<file path="src/rtl/cla_pkg.sv">
// cla_pkg: shared geometry helpers for the pipelined CLA adder.
// Group width and stage-count / legality functions.
package cla_pkg;

  localparam int GRP_W = 4;

  function automatic int nseg(input int width, input int seg_w);
    return width / seg_w;
  endfunction

  function automatic bit geom_ok(input int width, input int seg_w);
    return (seg_w > 0) && (width >= seg_w) && ((width % seg_w) == 0);
  endfunction

endpackage

</file>
<file path="src/rtl/cla_seg.sv">
// cla_seg: combinational SEG_W-bit carry-lookahead segment.
// 4-bit groups with full lookahead across groups.
module cla_seg
  import cla_pkg::*;
#(
  parameter int SEG_W = 8
) (
  input  logic [SEG_W-1:0] x,
  input  logic [SEG_W-1:0] y,
  input  logic             c0,
  output logic [SEG_W-1:0] s,
  output logic             c_out,
  output logic             gx,
  output logic             px
);

  localparam int NG = (SEG_W + GRP_W - 1) / GRP_W;
  localparam int PW = NG * GRP_W;

  logic [PW-1:0] g;
  logic [PW-1:0] p;
  logic [PW-1:0] c;
  logic [NG-1:0] gg;
  logic [NG-1:0] gp;
  logic [NG:0]   cg;

  // Bit g/p; pad bits propagate so a partial top group stays exact.
  always_comb begin
    g = '0;
    p = '1;
    for (int i = 0; i < SEG_W; i++) begin
      g[i] = x[i] & y[i];
      p[i] = x[i] ^ y[i];
    end
  end

  // Group generate/propagate terms.
  always_comb begin
    logic t;
    t  = 1'b0;
    gg = '0;
    gp = '0;
    for (int j = 0; j < NG; j++) begin
      gp[j] = &p[j*GRP_W +: GRP_W];
      for (int b = 0; b < GRP_W; b++) begin
        t = g[j*GRP_W + b];
        for (int m = b + 1; m < GRP_W; m++) begin
          t = t & p[j*GRP_W + m];
        end
        gg[j] = gg[j] | t;
      end
    end
  end

  // Group carry-ins, each a flat sum of products from c0.
  always_comb begin
    logic t;
    t     = 1'b0;
    cg    = '0;
    cg[0] = c0;
    for (int i = 1; i <= NG; i++) begin
      t = c0;
      for (int j = 0; j < i; j++) begin
        t = t & gp[j];
      end
      cg[i] = t;
      for (int j = 0; j < i; j++) begin
        t = gg[j];
        for (int m = j + 1; m < i; m++) begin
          t = t & gp[m];
        end
        cg[i] = cg[i] | t;
      end
    end
  end

  // Segment generate, independent of c0.
  always_comb begin
    logic t;
    t  = 1'b0;
    gx = 1'b0;
    for (int j = 0; j < NG; j++) begin
      t = gg[j];
      for (int m = j + 1; m < NG; m++) begin
        t = t & gp[m];
      end
      gx = gx | t;
    end
  end

  // Short in-group carries seeded by the group carry-in.
  always_comb begin
    c = '0;
    for (int j = 0; j < NG; j++) begin
      c[j*GRP_W] = cg[j];
      for (int b = 1; b < GRP_W; b++) begin
        c[j*GRP_W + b] = g[j*GRP_W + b - 1]
                       | (p[j*GRP_W + b - 1] & c[j*GRP_W + b - 1]);
      end
    end
  end

  assign px    = &gp;
  assign c_out = cg[NG];
  assign s     = p[SEG_W-1:0] ^ c[SEG_W-1:0];

endmodule

</file>
<file path="src/rtl/cla_pipe_adder.sv">
// cla_pipe_adder: pipelined CLA add/sub, one segment per stage.
// Define CLA_PIPE_OVF_EN to add the signed-overflow output ovf.
module cla_pipe_adder
  import cla_pkg::*;
#(
  parameter int WIDTH = 32,
  parameter int SEG_W = 8
) (
  input  logic             clk,
  input  logic             rst,
  input  logic             in_valid,
  output logic             in_ready,
  input  logic [WIDTH-1:0] a,
  input  logic [WIDTH-1:0] b,
  input  logic             cin,
  input  logic             sub,
  output logic             out_valid,
  input  logic             out_ready,
  output logic [WIDTH-1:0] sum,
  output logic             cout
`ifdef CLA_PIPE_OVF_EN
  ,
  output logic             ovf
`endif
);

  localparam int NSEG = nseg(WIDTH, SEG_W);

  if (!geom_ok(WIDTH, SEG_W)) begin : g_bad_geom
    $error("cla_pipe_adder: WIDTH must be a multiple of SEG_W");
  end

  typedef struct packed {
    logic             valid;
    logic [WIDTH-1:0] a_rem;
    logic [WIDTH-1:0] b_rem;
    logic [WIDTH-1:0] sum_acc;
    logic             carry;
  } stage_t;

  stage_t head;
  stage_t tail;
  stage_t pipe [NSEG+1];
  logic   adv;
  logic   unused_tail;

  assign adv      = !tail.valid || out_ready;
  assign in_ready = adv;

  // Stage-0 record: subtract inverts B and forces the carry-in.
  always_comb begin
    head         = '0;
    head.valid   = in_valid;
    head.a_rem   = a;
    head.b_rem   = sub ? ~b : b;
    head.sum_acc = '0;
    head.carry   = sub ? 1'b1 : cin;
  end

  assign pipe[0] = head;

`ifdef CLA_PIPE_OVF_EN
  logic msb_s;
`endif

  for (genvar k = 0; k < NSEG; k++) begin : g_stg
    stage_t           cur;
    stage_t           q;
    logic [SEG_W-1:0] s;
    logic             c_out;
    logic             gx;
    logic             px;
    logic             unused_gp;

    assign cur       = pipe[k];
    assign unused_gp = gx ^ px;

    cla_seg #(
      .SEG_W(SEG_W)
    ) u_seg (
      .x    (cur.a_rem[k*SEG_W +: SEG_W]),
      .y    (cur.b_rem[k*SEG_W +: SEG_W]),
      .c0   (cur.carry),
      .s    (s),
      .c_out(c_out),
      .gx   (gx),
      .px   (px)
    );

    // Advance stage k, folding in this segment's sum and carry.
    always_ff @(posedge clk) begin
      if (rst) begin
        q <= '0;
      end else if (adv) begin
        q.valid <= cur.valid;
        if (cur.valid) begin
          q.a_rem                     <= cur.a_rem;
          q.b_rem                     <= cur.b_rem;
          q.sum_acc                   <= cur.sum_acc;
          q.sum_acc[k*SEG_W +: SEG_W] <= s;
          q.carry                     <= c_out;
        end
      end
    end

    assign pipe[k+1] = q;

`ifdef CLA_PIPE_OVF_EN
    if (k == NSEG - 1) begin : g_msb
      assign msb_s = s[SEG_W-1];
    end
`endif
  end

  assign tail        = pipe[NSEG];
  assign out_valid   = tail.valid;
  assign sum         = tail.sum_acc;
  assign cout        = tail.carry;
  assign unused_tail = ^{tail.a_rem, tail.b_rem};

`ifdef CLA_PIPE_OVF_EN
  logic ovf_q;
  logic a_msb;
  logic b_msb;
  logic last_v;

  assign a_msb  = pipe[NSEG-1].a_rem[WIDTH-1];
  assign b_msb  = pipe[NSEG-1].b_rem[WIDTH-1];
  assign last_v = pipe[NSEG-1].valid;

  // Signed overflow from last-stage operand MSBs and result MSB.
  always_ff @(posedge clk) begin
    if (rst) begin
      ovf_q <= 1'b0;
    end else if (adv && last_v) begin
      ovf_q <= (a_msb == b_msb) && (msb_s != a_msb);
    end
  end

  assign ovf = ovf_q;
`endif

endmodule
</file>
<file path="config.mk">
export PLATFORM = sky130hd
export DESIGN_NAME = cla_pipe_adder
export DESIGN_NICKNAME = d
export VERILOG_FILES = /design/src/rtl/cla_pkg.sv /design/src/rtl/cla_seg.sv /design/src/rtl/cla_pipe_adder.sv
export SDC_FILE = /design/constraint.sdc
export NUM_CORES = 1
export LEC_CHECK = 0
export ABC_AREA = 1
export CAP_MARGIN = 25
export CORE_MARGIN = 8
export CORE_UTILIZATION = 56
export DETAILED_ROUTE_END_ITERATION = 6
export MAX_ROUTING_LAYER = met4
export PLACE_DENSITY = 0.89
export SLEW_MARGIN = 20
export SYNTH_ARGS = -nofsm -noshare
export SYNTH_HDL_FRONTEND = slang
export SYNTH_HIERARCHICAL = 1
export SYNTH_SLANG_ARGS = --single-unit
export TNS_END_PERCENT = 1
</file>
<file path="constraint.sdc">
create_clock -name clk -period 4.48 [get_ports clk]
set_clock_uncertainty 0.1 [all_clocks]
set_input_delay 0.672 -clock clk [delete_from_list [all_inputs] [get_ports clk]]
set_output_delay 0.672 -clock clk [all_outputs]
set_load 0.03 [all_outputs]
</file>
# --- Word-level counts from Yosys, hierarchy flattened ---
# Index checks and enable logic that the tools add are counted.
word_totals:
  register_bits: 280
  latch_bits: 0
  ramBits: 0
  romBits: 0
  in_bits: 70
  out_inout_bits: 35
  mem_count: 0
classes:
  addsub: 0
  n_mul: 0
  div_mod_pow: 0
  order_cmp: 0
  n_eq_ne: 0
  n_shift: 0
  mux: 2
  n_bitwise: 213
  n_reduce_logical: 14
ops:
  columns: ["operator", "count"]
  rows:
  - ["bitwise AND 1 bit", 116]
  - ["bitwise OR 1 bit", 60]
  - ["2-to-1 mux 32 bit", 1]
  - ["NOT 32 bit", 1]
  - ["AND reduction 4 bit", 8]
  - ["XOR 1 bit", 32]
  - ["XOR 8 bit", 4]
  - ["AND reduction 2 bit", 4]
  - ["zero test 1 bit", 1]
  - ["logical OR 1 bit", 1]
  - ["2-to-1 mux 1 bit", 1]

# --- Depth between registers and ports, before layout ---
# Gate-level depths: netlist of the first run.
logic_depth:
  depth_word: 17
  mapped_depth: 15

# --- By module ---
# The synthesis of the first run kept the hierarchy.
modules_own_cells:
  columns: ["mod", "n_inst", "cells_per_inst", "area_each_um2", "seq_area_each_um2"]
  rows:
  - ["cla_pipe_adder", 1, 918, 6827.8, 3683.5]
  - ["cla_seg (g_stg[0].u_seg ...)", 2, 49, 386.6, 0.0]
  - ["cla_seg (g_stg[2].u_seg ...)", 2, 49, 384.1, 0.0]

# --- Worst setup path before layout of the first run ---
# No wires, ideal clock.
synth_path:
  kind: "input-to-reg"
  start: "in sub"
  end: "reg g_stg[0].q[8] (netlist bit)"
  setup_ns: 0.116
  arrival_ns: 3.350
  required_ns: 4.264
  setup_slack_ns: 0.914
  path_stages: 15
  path_buffers: 2
  path_cell_list: "buf_2 -> buf_4 -> xor2_1 -> ha_1 -> nand2_1 -> inv_1 -> nand2_1 -> nand2_1 -> o21bai_1 -> fa_1 -> fa_1 -> fa_1 -> xor2_1 -> o21ai_0 -> nor2_1"
synth_lines:
  columns: ["element", "line_no", "rtl"]
  rows:
  - ["start, declared", "cla_pipe_adder.sv:16", "input logic sub,"]
  - ["end, declared", "cla_pipe_adder.sv:68", "stage_t q;"]

==> flow_summary.json, run 1 <==
{
  "setup_viol_count_final": 0,
  "detailroute.via_count": 7031,
  "yosys_warnings": 6,
  "power-per-cell-area_nw_per_um2": 391,
  "slew_violations": 0,
  "diodes": 0,
  "grt_start_max_net_pins": 101,
  "placement_row_count": 44,
  "n_fill_cell": 1159,
  "drt-initial-drc-count": 508,
  "clock_tree.buffer_depth": 2,
  "worstSetupPathType": "primary input to flip-flop",
  "first_global_vias": 6689,
  "synth_area_um2": 8320,
  "die_x_um": 138,
  "post-cts-setup-buffers": 0,
  "top_ports": 105,
  "total_power_mw": 3.91,
  "cts_root_buf": "sky130_fd_sc_hd__clkbuf_16",
  "vias_per_cell": 5.13,
  "setup_total_negative_slack_ns": 0,
  "antenna_left": 0,
  "worstSetupStartpointType": "primary input",
  "nets": 1302,
  "dp.final_hpwl_um": 12500,
  "post_route_wl_um": 18300,
  "holdBufCountCts": 0,
  "critPathCaptureType": "flip-flop",
  "postCtsResizedCells": 0,
  "grt_first_pass_wirelength_um": 30200,
  "synthesized_area_per_cell_um2": 7.53,
  "placed_cells_incl_taps": 1339,
  "start_util_pct": 57.3,
  "htree_levels": 4,
  "dpl_cell_area_um2": 9340,
  "grt_antenna_before_repair": 0,
  "max_cap_violations": 0,
  "finalCoreUtilization_pct": 68.8,
  "worst_ep_arrival_time_ns": 3.88,
  "cp_data_required_time_ns": 4.69,
  "leakage_nw": 4.44,
  "place.port_buffers": 104,
  "drc_violations": 0,
  "drt_first_pass_iters": 5,
  "place_congestion": 0.849,
  "synth_fp_nets": 1232,
  "clk_transition_reported_paths_ns": 0.06,
  "cts_made_buffers": 17,
  "fp.coreArea_um2": 14500,
  "timing.hold.worst.class": "flip-flop to flip-flop",
  "max_slew_margin_pct": 47.0,
  "outcome": "finished, final reports clean",
  "area_growth_syn_to_layout_pct": 20.1,
  "ir_drop_worst_case_vdd_uv": 295,
  "source_to_sink_clock_delay_at_the_later_pin_of_the_worst_skew_pair_ns": 0.42,
  "dieArea_um2": 19000,
  "final_layout_size_suffix_gt1_share_pct": 5.05,
  "synthesis.instances": 1106,
  "dieHeight_um": 138,
  "fmaxAchievable_mhz": 272,
  "worst-path-max-fanout": 5,
  "period_share_pct": 81.9,
  "drt-wirelength-per-cell_um": 13.3,
  "rsz0062_at_grt": "false",
  "finalHoldViolCount": 0,
  "global_route.overflow_total": 0,
  "fin_area_um2": 10000,
  "final_cell_count_no_fill": 1371,
  "gr-usage-all-layers_pct": 20.1,
  "regToRegSetupSlack_ns": 1.48,
  "clock_sink_count": 184,
  "min_period_ns": 3.67,
  "cts_tree": "built",
  "transition_time_at_the_pin_with_the_least_slew_margin_ns": 0.794
}
==> where the power goes <==
| group | leakage (nW) | total, mW | internal (mW) | switching (mW) |
|---|---|---|---|---|
| clock | 0.303 | 1.56 | 0.974 | 0.587 |
| combinational | 2.63 | 0.539 | 0.232 | 0.307 |
| sequential | 1.51 | 1.81 | 1.74 | 0.0694 |
| total | 4.44 | 3.91 | 2.95 | 0.963 |
==> worst max-delay path, cell delays in order <==
cell and delay (ns):
sky130_fd_sc_hd__clkdlybuf4s50_1 0.65, sky130_fd_sc_hd__xor2_1 0.31, sky130_fd_sc_hd__ha_1 0.28, sky130_fd_sc_hd__nand2_1 0.10
sky130_fd_sc_hd__inv_1 0.05, sky130_fd_sc_hd__nand2_1 0.06, sky130_fd_sc_hd__nand2_1 0.06, sky130_fd_sc_hd__o21bai_1 0.17
sky130_fd_sc_hd__fa_1 0.39, sky130_fd_sc_hd__fa_1 0.39, sky130_fd_sc_hd__fa_1 0.38, sky130_fd_sc_hd__xor2_1 0.15
sky130_fd_sc_hd__o21ai_0 0.16, sky130_fd_sc_hd__nor2_1 0.05
==> cell usage in the layout, fill, tap and decap left out, types with 2 or more instances in the layout <==
cell type and n:
sky130_fd_sc_hd__nand3_1 20, sky130_fd_sc_hd__o21ai_0 149, sky130_fd_sc_hd__ha_1 32, sky130_fd_sc_hd__xor2_1 24, sky130_fd_sc_hd__nand2_4 2, sky130_fd_sc_hd__nor2_2 8, sky130_fd_sc_hd__o21ai_1 7, sky130_fd_sc_hd__nand2_2 8
sky130_fd_sc_hd__nor2_1 368, sky130_fd_sc_hd__clkbuf_8 3, sky130_fd_sc_hd__bufinv_16 4, sky130_fd_sc_hd__clkinv_4 2, sky130_fd_sc_hd__nand2_1 134, sky130_fd_sc_hd__a21oi_1 8, sky130_fd_sc_hd__clkbuf_16 17, sky130_fd_sc_hd__clkdlybuf4s50_1 104
sky130_fd_sc_hd__inv_1 66, sky130_fd_sc_hd__inv_2 5, sky130_fd_sc_hd__dfxtp_1 184, sky130_fd_sc_hd__fa_1 24, sky130_fd_sc_hd__buf_4 5, sky130_fd_sc_hd__o21bai_1 4, sky130_fd_sc_hd__clkbuf_1 3
==> layout make-up <==
cell class                 count  area [um^2]  share of cell area [%]
clock inverter                 7          143                    1.43
multi-input combinational    790         4070                    40.7
timing repair buffer         111         1120                    11.2
clock buffer                  23          478                    4.78
tap                          184          230                    2.30
sequential                   184         3680                    36.8
inverter                      72          273                    2.73
==> sequential cells by signal, indices dropped and copies added (netlist names) <==
signal     count
cout           1
g_stg.q      150
out_valid      1
sum           32
==> path summary, 6_finish.rpt <==
check	start	to	cells past startpoint
min reg2reg	g_stg[2].q[5]$_SDFFE_PP0P_	g_stg[2].q[5]$_SDFFE_PP0P_	2
min	g_stg[2].q[5]$_SDFFE_PP0P_	g_stg[2].q[5]$_SDFFE_PP0P_	2
max	sub	g_stg[0].q[8]$_SDFFE_PP0P_	14
max reg2reg	g_stg[1].q[50]$_SDFFE_PP0P_	g_stg[2].q[24]$_SDFFE_PP0P_	12
==> stage by stage <==
step	setup slack, ns	hold slack (ns)
after global placement	0.480	0.356
after CTS	0.811	0.379
final	0.810	0.373
after global routing	0.681	0.396
after detailed placement	0.378	0.364
after floorplan	0.914	0.345
==> per-layer routing <==
| metal | share of wire, % | vias to the layer above | track usage (%) |
|---|---|---|---|
| met5 | 0 | - | - |
| met2 | 48 | 199 | 33.1 |
| met1 | 44 | 3209 | 24.1 |
| met4 | 1.7 | 0 | 6.87 |
| li1 | - | 3598 | - |
| met3 | 5.7 | 25 | 4.24 |
Power figures use the tool's default switching activity.
==> inputs of run 2 (changes only) <==
==> constraint.sdc (replaced) <==
create_clock -name clk -period 3.8 [get_ports clk]
set_clock_uncertainty 0.1 [all_clocks]
set_input_delay 0.57 -clock clk [delete_from_list [all_inputs] [get_ports clk]]
set_output_delay 0.57 -clock clk [all_outputs]
set_load 0.03 [all_outputs]
==> run 2 against run 1 <==
Non-clock buffer count up 3. Routed wire length fell by 4.6%. Register-to-register slack worse by 0.64 ns. Critical endpoint unchanged. Largest power group unchanged. Highest routed layer unchanged.
==> flow_summary.json, run 2 (synthesis results as in run 1) <==
{
  "period_share_pct": 90.5,
  "worstRegToRegCells": 12,
  "clk_transition_reported_paths_ns": 0.06,
  "holdBufCountCts": 0,
  "global_route.overflow_total": 0,
  "final_layout_size_suffix_gt1_share_pct": 5.62,
  "dpl_cell_area_um2": 9400,
  "diodes": 0,
  "transition_time_at_the_pin_with_the_least_slew_margin_ns": 0.801,
  "outcome": "finished, final reports clean",
  "worst_ep_arrival_time_ns": 3.65,
  "fp.coreArea_um2": 14500,
  "leakage_nw": 4.43,
  "grt_start_max_net_pins": 93,
  "regToRegStartpoint": "g_stg[1].q[50]$_SDFFE_PP0P_",
  "max_cap_violations": 0,
  "flip_flop_count_of_the_largest_register_all_copies_and_words_added": 150,
  "place_congestion": 0.852,
  "gr-usage-all-layers_pct": 19.2,
  "drt_first_pass_iters": 5,
  "min_period_ns": 3.44,
  "timing.hold.worst.class": "flip-flop to flip-flop",
  "worstSetupPathType": "primary input to flip-flop",
  "top_ports": 105,
  "die_x_um": 138,
  "source_to_sink_clock_delay_at_the_later_pin_of_the_worst_skew_pair_ns": 0.42,
  "worst-path-max-fanout": 5,
  "cp_data_required_time_ns": 4.01,
  "grt_antenna_before_repair": 0,
  "first_global_vias": 6390,
  "final_cell_count_no_fill": 1376,
  "drc_violations": 0,
  "rsz0062_at_grt": "false",
  "post-cts-setup-buffers": 0,
  "clock_tree.buffer_depth": 2,
  "post_route_wl_um": 17400,
  "ir_drop_worst_case_vdd_uv": 357,
  "drt-initial-drc-count": 490,
  "placed_cells_incl_taps": 1344,
  "grt_first_pass_wirelength_um": 29100,
  "start_util_pct": 57.3,
  "finalCoreUtilization_pct": 68.4,
  "vias_per_cell": 4.94,
  "cts_tree": "built",
  "postCtsResizedCells": 0,
  "regToRegSetupSlack_ns": 0.84,
  "htree_levels": 4,
  "detailroute.via_count": 6798,
  "drt-wirelength-per-cell_um": 12.7,
  "regMostFlops": "g_stg.q",
  "cts_made_buffers": 17,
  "critPathLaunch": "sub",
  "critPathCaptureType": "flip-flop",
  "worstSetupEndpoint": "g_stg[0].q[8]$_SDFFE_PP0P_",
  "area_growth_syn_to_layout_pct": 19.5,
  "critical-path-max-stage-delay_ns": 0.63,
  "fmaxAchievable_mhz": 291,
  "finalHoldViolCount": 0,
  "cts_root_buf": "sky130_fd_sc_hd__clkbuf_16",
  "power-per-cell-area_nw_per_um2": 441,
  "worst_path_max_delay_cell": "sky130_fd_sc_hd__clkdlybuf4s50_1",
  "worstPathCellList": "clkdlybuf4s50_1 > xor2_1 > ha_1 > nand2_1 > inv_1 > nand2_1 > nand2_1 > o21bai_1 > fa_1 > fa_1 > fa_1 > xor2_1 > o21ai_0 > nor2_1",
  "layout_commonest_cell": "sky130_fd_sc_hd__nor2_1",
  "antenna_left": 0,
  "fin_area_um2": 9950,
  "clock_sink_count": 184,
  "setup_viol_count_final": 0,
  "place.port_buffers": 104,
  "max_slew_margin_pct": 46.6,
  "worst_r2r_endpoint": "g_stg[2].q[24]$_SDFFE_PP0P_",
  "dieHeight_um": 138,
  "nets": 1305,
  "total_power_mw": 4.38,
  "most-common-layout-cells": "368 x sky130_fd_sc_hd__nor2_1, 184 x sky130_fd_sc_hd__dfxtp_1, 149 x sky130_fd_sc_hd__o21ai_0",
  "placement_row_count": 44,
  "dp.final_hpwl_um": 12500,
  "slew_violations": 0,
  "dieArea_um2": 19000,
  "worstSetupStartpointType": "primary input"
}
run 2: cell types whose count changed in the layout (fill, tap and decap cells not counted):
| cell | before | now |
|---|---|---|
| sky130_fd_sc_hd__inv_6 | 0 | 4 |
| sky130_fd_sc_hd__clkinv_2 | 1 | 4 |
| sky130_fd_sc_hd__clkbuf_1 | 3 | 1 |
| sky130_fd_sc_hd__buf_12 | 0 | 2 |
| sky130_fd_sc_hd__buf_16 | 1 | 0 |
| sky130_fd_sc_hd__buf_8 | 1 | 0 |
| sky130_fd_sc_hd__buf_4 | 5 | 8 |
| sky130_fd_sc_hd__clkinv_4 | 2 | 4 |
| sky130_fd_sc_hd__clkbuf_8 | 3 | 2 |
| sky130_fd_sc_hd__bufinv_16 | 4 | 0 |
run 2: critical path, delay by kind of cell:
family / cells / cell delay, ns
adder cells (fa/ha/maj): 4 / 1.42
XOR/XNOR: 2 / 0.39
AND/OR/NAND/NOR: 4 / 0.28
buffers and inverters: 2 / 0.68
AO/OA/AOI/OAI: 2 / 0.32
run 2: layout make-up:
cell class	instances	area, um^2
multi-input cells	790	4070
clock buffers	20	457
flip-flops and latches	184	3680
well taps	184	230
clock inverters	12	90.1
inverters	72	273
fillers	1143	4590
repair buffers	114	1140
run 2: power breakdown:
| group | total [mW] | internal [mW] | switching, mW |
|---|---|---|---|
| Clock | 1.62 | 0.880 | 0.742 |
| Combinational | 0.631 | 0.275 | 0.356 |
| Sequential | 2.13 | 2.05 | 0.0795 |
run 2: metrics by stage:
step / hold slack, ns / setup TNS [ns] / worst slack, ns
detailed placement: 0.367 / -0.0978 / -0.0978
global route: 0.396 / 0 / 0.149
finish: 0.376 / 0 / 0.360
floorplan: 0.345 / 0 / 0.336
CTS: 0.382 / 0 / 0.346
global placement: 0.356 / -0.00278 / -0.00278
run 2: worst min-delay path by stage:
stage | startpoint | to | slack (ns) | cells after the start
after floorplan | g_stg[1].q[97]$_SDFFE_PP0P_ | g_stg[1].q[97]$_SDFFE_PP0P_ | 0.35 | 2
after global placement | g_stg[0].q[81]$_SDFFE_PP0P_ | g_stg[0].q[81]$_SDFFE_PP0P_ | 0.36 | 2
after detailed placement | g_stg[0].q[91]$_SDFFE_PP0P_ | g_stg[0].q[91]$_SDFFE_PP0P_ | 0.37 | 2
after CTS | g_stg[0].q[91]$_SDFFE_PP0P_ | g_stg[0].q[91]$_SDFFE_PP0P_ | 0.38 | 2
after global routing | g_stg[2].q[9]$_SDFFE_PP0P_ | g_stg[2].q[9]$_SDFFE_PP0P_ | 0.40 | 2
final | g_stg[2].q[23]$_SDFFE_PP0P_ | g_stg[2].q[23]$_SDFFE_PP0P_ | 0.38 | 2
run 2: per-layer routing:
metal  share of wire [%]  track usage, %  vias up
li1                    -               -     3592
met4                 1.1            5.25        0
met5                   0               -        -
met2                  47            31.4      153
met1                  47            23.9     3037
met3                 5.0            3.55       16
==> inputs of run 3 (changes only) <==
--- a/config.mk
+++ b/config.mk
@@ -9,9 +9,11 @@
 export CAP_MARGIN = 25
 export CORE_MARGIN = 8
 export CORE_UTILIZATION = 56
+export CTS_CLUSTER_SIZE = 10
 export DETAILED_ROUTE_END_ITERATION = 6
+export HOLD_SLACK_MARGIN = 0.15
 export MAX_ROUTING_LAYER = met4
-export PLACE_DENSITY = 0.89
+export PLACE_DENSITY = 0.82
 export SLEW_MARGIN = 20
 export SYNTH_ARGS = -nofsm -noshare
 export SYNTH_HDL_FRONTEND = slang
==> run 3 against run 2 <==
Via count increased by 0.85%. Hold slack lost 0.00090 ns. Final area up 0.76%. Routed wire length shrank 0.34%. Cell count rose by 0.22%. Register-to-register slack improved by 0.03 ns. Die area unchanged. Fmax is 1.2% lower. Clock power rose by 9.9%. Setup slack worse by 0.041 ns. Combinational power is essentially flat. Global-route usage grew 0.17 points. Highest routed layer unchanged.
==> flow_summary.json, run 3 (synthesis results as in run 1) <==
{
  "critical-path-max-stage-delay_ns": 0.66,
  "first_global_vias": 6544,
  "grt_first_pass_wirelength_um": 29200,
  "worst_path_max_delay_cell": "sky130_fd_sc_hd__clkdlybuf4s50_1",
  "drt_first_pass_iters": 5,
  "clk_transition_reported_paths_ns": 0.07,
  "area_growth_syn_to_layout_pct": 20.4,
  "finalHoldViolCount": 0,
  "antenna_left": 0,
  "regMostFlops": "g_stg.q",
  "diodes": 0,
  "drt-initial-drc-count": 466,
  "fmaxAchievable_mhz": 287,
  "start_util_pct": 57.3,
  "flip_flop_count_of_the_largest_register_all_copies_and_words_added": 150,
  "grt_antenna_before_repair": 0,
  "n_fill_cell": 1196,
  "grt_start_max_net_pins": 80,
  "timing.hold.worst.class": "flip-flop to flip-flop",
  "max_cap_violations": 0,
  "place.port_buffers": 104,
  "rsz0062_at_grt": "false",
  "power-per-cell-area_nw_per_um2": 454,
  "sequential_cell_area_um2": 3680,
  "vias_per_cell": 4.97,
  "htree_levels": 4,
  "multi_input_comb_area_um2": 4070,
  "most-common-layout-cells": "368 x sky130_fd_sc_hd__nor2_1, 184 x sky130_fd_sc_hd__dfxtp_1, 149 x sky130_fd_sc_hd__o21ai_0",
  "dp_slack_ns": -0.0945,
  "dieArea_um2": 19000,
  "placement_row_count": 44,
  "place_congestion": 0.828,
  "gr-usage-all-layers_pct": 19.4,
  "regToRegSetupSlack_ns": 0.87,
  "worst_r2r_endpoint": "g_stg[1].q[16]$_SDFFE_PP0P_",
  "clock_tree.buffer_depth": 2,
  "clkPwrFrac_pct": 39.1,
  "top_ports": 105,
  "leakage_nw": 4.45,
  "regToRegStartpoint": "g_stg[0].q[44]$_SDFFE_PP0P_",
  "worst_ep_arrival_time_ns": 3.71,
  "worstSetupEndpoint": "g_stg[0].q[8]$_SDFFE_PP0P_",
  "fp.coreArea_um2": 14500,
  "dp.final_hpwl_um": 12300,
  "finalHoldWorstSlack_ns": 0.375,
  "max_slew_margin_pct": 39.0,
  "global_route.overflow_total": 0,
  "drt-wirelength-per-cell_um": 12.6,
  "clock_sink_count": 184,
  "worst-path-max-fanout": 6,
  "cts_root_buf": "sky130_fd_sc_hd__clkbuf_16",
  "worstRegToRegCells": 12,
  "power_report.internal_total_mw": 3.39,
  "die_x_um": 138,
  "worstSetupPathType": "primary input to flip-flop",
  "transition_time_at_the_pin_with_the_least_slew_margin_ns": 0.913,
  "net-switching-power_mw": 1.16,
  "min_period_ns": 3.48,
  "source_to_sink_clock_delay_at_the_later_pin_of_the_worst_skew_pair_ns": 0.43,
  "post-route-worst-setup-slack_ns": 0.319,
  "cts_made_buffers": 17,
  "nets": 1308,
  "holdBufCountCts": 0,
  "sw_frac_of_total_pct": 25.4,
  "cp_data_required_time_ns": 4.03,
  "critPathCaptureType": "flip-flop",
  "cp_num_buf_inv": 2,
  "p_seq_share_pct": 46.9,
  "drc_violations": 0,
  "postCtsResizedCells": 0,
  "ir_drop_worst_case_vdd_uv": 334,
  "layout_commonest_cell": "sky130_fd_sc_hd__nor2_1",
  "dieHeight_um": 138,
  "cp_num_cells": 14,
  "final_cell_count_no_fill": 1379,
  "placed_cells_incl_taps": 1347,
  "cp_top_family": "adder cells",
  "post_route_wl_um": 17400,
  "cts_tree": "built",
  "detailroute.via_count": 6856,
  "share_comb_of_total_power_pct": 13.9,
  "critPathLaunch": "sub",
  "worstPathCellList": "clkdlybuf4s50_1 > xor2_1 > ha_1 > nand2_1 > inv_1 > nand2_1 > nand2_1 > o21bai_1 > fa_1 > fa_1 > fa_1 > xor2_1 > o21ai_0 > nor2_1",
  "post-cts-setup-buffers": 0,
  "worstSetupStartpointType": "primary input",
  "outcome": "finished, final reports clean",
  "period_share_pct": 91.6,
  "final_layout_size_suffix_gt1_share_pct": 5.86,
  "slew_violations": 0,
  "setup_viol_count_final": 0
}
-- run 3: cell type report --
type / count / share of cell area [%]
multi-input cells: 790 / 40.6
flip-flops and latches: 184 / 36.8
repair buffers: 117 / 11.5
clock buffers: 23 / 4.97
inverters: 72 / 2.72
well taps: 184 / 2.30
clock inverters: 9 / 1.14
-- run 3: power groups by stage --
stage          clock (mW)  combinational [mW]  sequential (mW)
2_1_floorplan           0               0.407             2.18
3_3_place_gp            0               0.603             2.17
3_5_place_dp            0               0.623             2.18
4_1_cts              1.81               0.635             2.13
5_1_grt              1.88               0.727             2.15
6_report             1.78               0.634             2.13
-- run 3: worst reg2reg max path, cell delays in order, from the launching register on --
cell and delay (ns):
sky130_fd_sc_hd__dfxtp_1 0.34, sky130_fd_sc_hd__ha_1 0.36, sky130_fd_sc_hd__nand2_1 0.12, sky130_fd_sc_hd__inv_1 0.05, sky130_fd_sc_hd__nand2_1 0.07, sky130_fd_sc_hd__nand2_1 0.06, sky130_fd_sc_hd__o21bai_1 0.17, sky130_fd_sc_hd__fa_1 0.39
sky130_fd_sc_hd__fa_1 0.39, sky130_fd_sc_hd__fa_1 0.38, sky130_fd_sc_hd__xor2_1 0.15, sky130_fd_sc_hd__o21ai_0 0.19, sky130_fd_sc_hd__nor2_1 0.05
-- run 3: worst min path at each step --
| stage | endpoint | depth (start not counted) | slack [ns] | startpoint |
|---|---|---|---|---|
| 6_report | g_stg[0].q[3]$_SDFFE_PP0P_ | 2 | 0.38 | g_stg[0].q[3]$_SDFFE_PP0P_ |
| 5_1_grt | g_stg[2].q[97]$_SDFFE_PP0P_ | 2 | 0.40 | g_stg[2].q[97]$_SDFFE_PP0P_ |
| 2_1_floorplan | g_stg[1].q[97]$_SDFFE_PP0P_ | 2 | 0.35 | g_stg[1].q[97]$_SDFFE_PP0P_ |
| 3_5_place_dp | g_stg[2].q[97]$_SDFFE_PP0P_ | 2 | 0.36 | g_stg[2].q[97]$_SDFFE_PP0P_ |
| 3_3_place_gp | g_stg[0].q[81]$_SDFFE_PP0P_ | 2 | 0.36 | g_stg[0].q[81]$_SDFFE_PP0P_ |
| 4_1_cts | g_stg[1].q[97]$_SDFFE_PP0P_ | 2 | 0.37 | g_stg[1].q[97]$_SDFFE_PP0P_ |
-- run 3: layer usage --
layer	vias to the layer above	track usage (%)	share of wire (%)	routed length, um
li1	3603	-	-	-
met1	3062	24.4	47	8200
met2	161	29.8	45	7890
met3	30	4.13	5.3	926
met4	0	8.06	2.0	347
met5	-	-	0	0
-- run 3: stage by stage --
step	power (mW)	TNS [ns]	instance area, um^2	util [%]
after floorplan	2.58	0	8320	-
after detailed placement	2.80	-0.0945	9410	64.7
after global routing	4.75	0	10000	68.9
after CTS	4.58	0	10000	68.9
after global placement	2.77	-0.0165	9410	64.7
final	4.55	0	10000	68.9
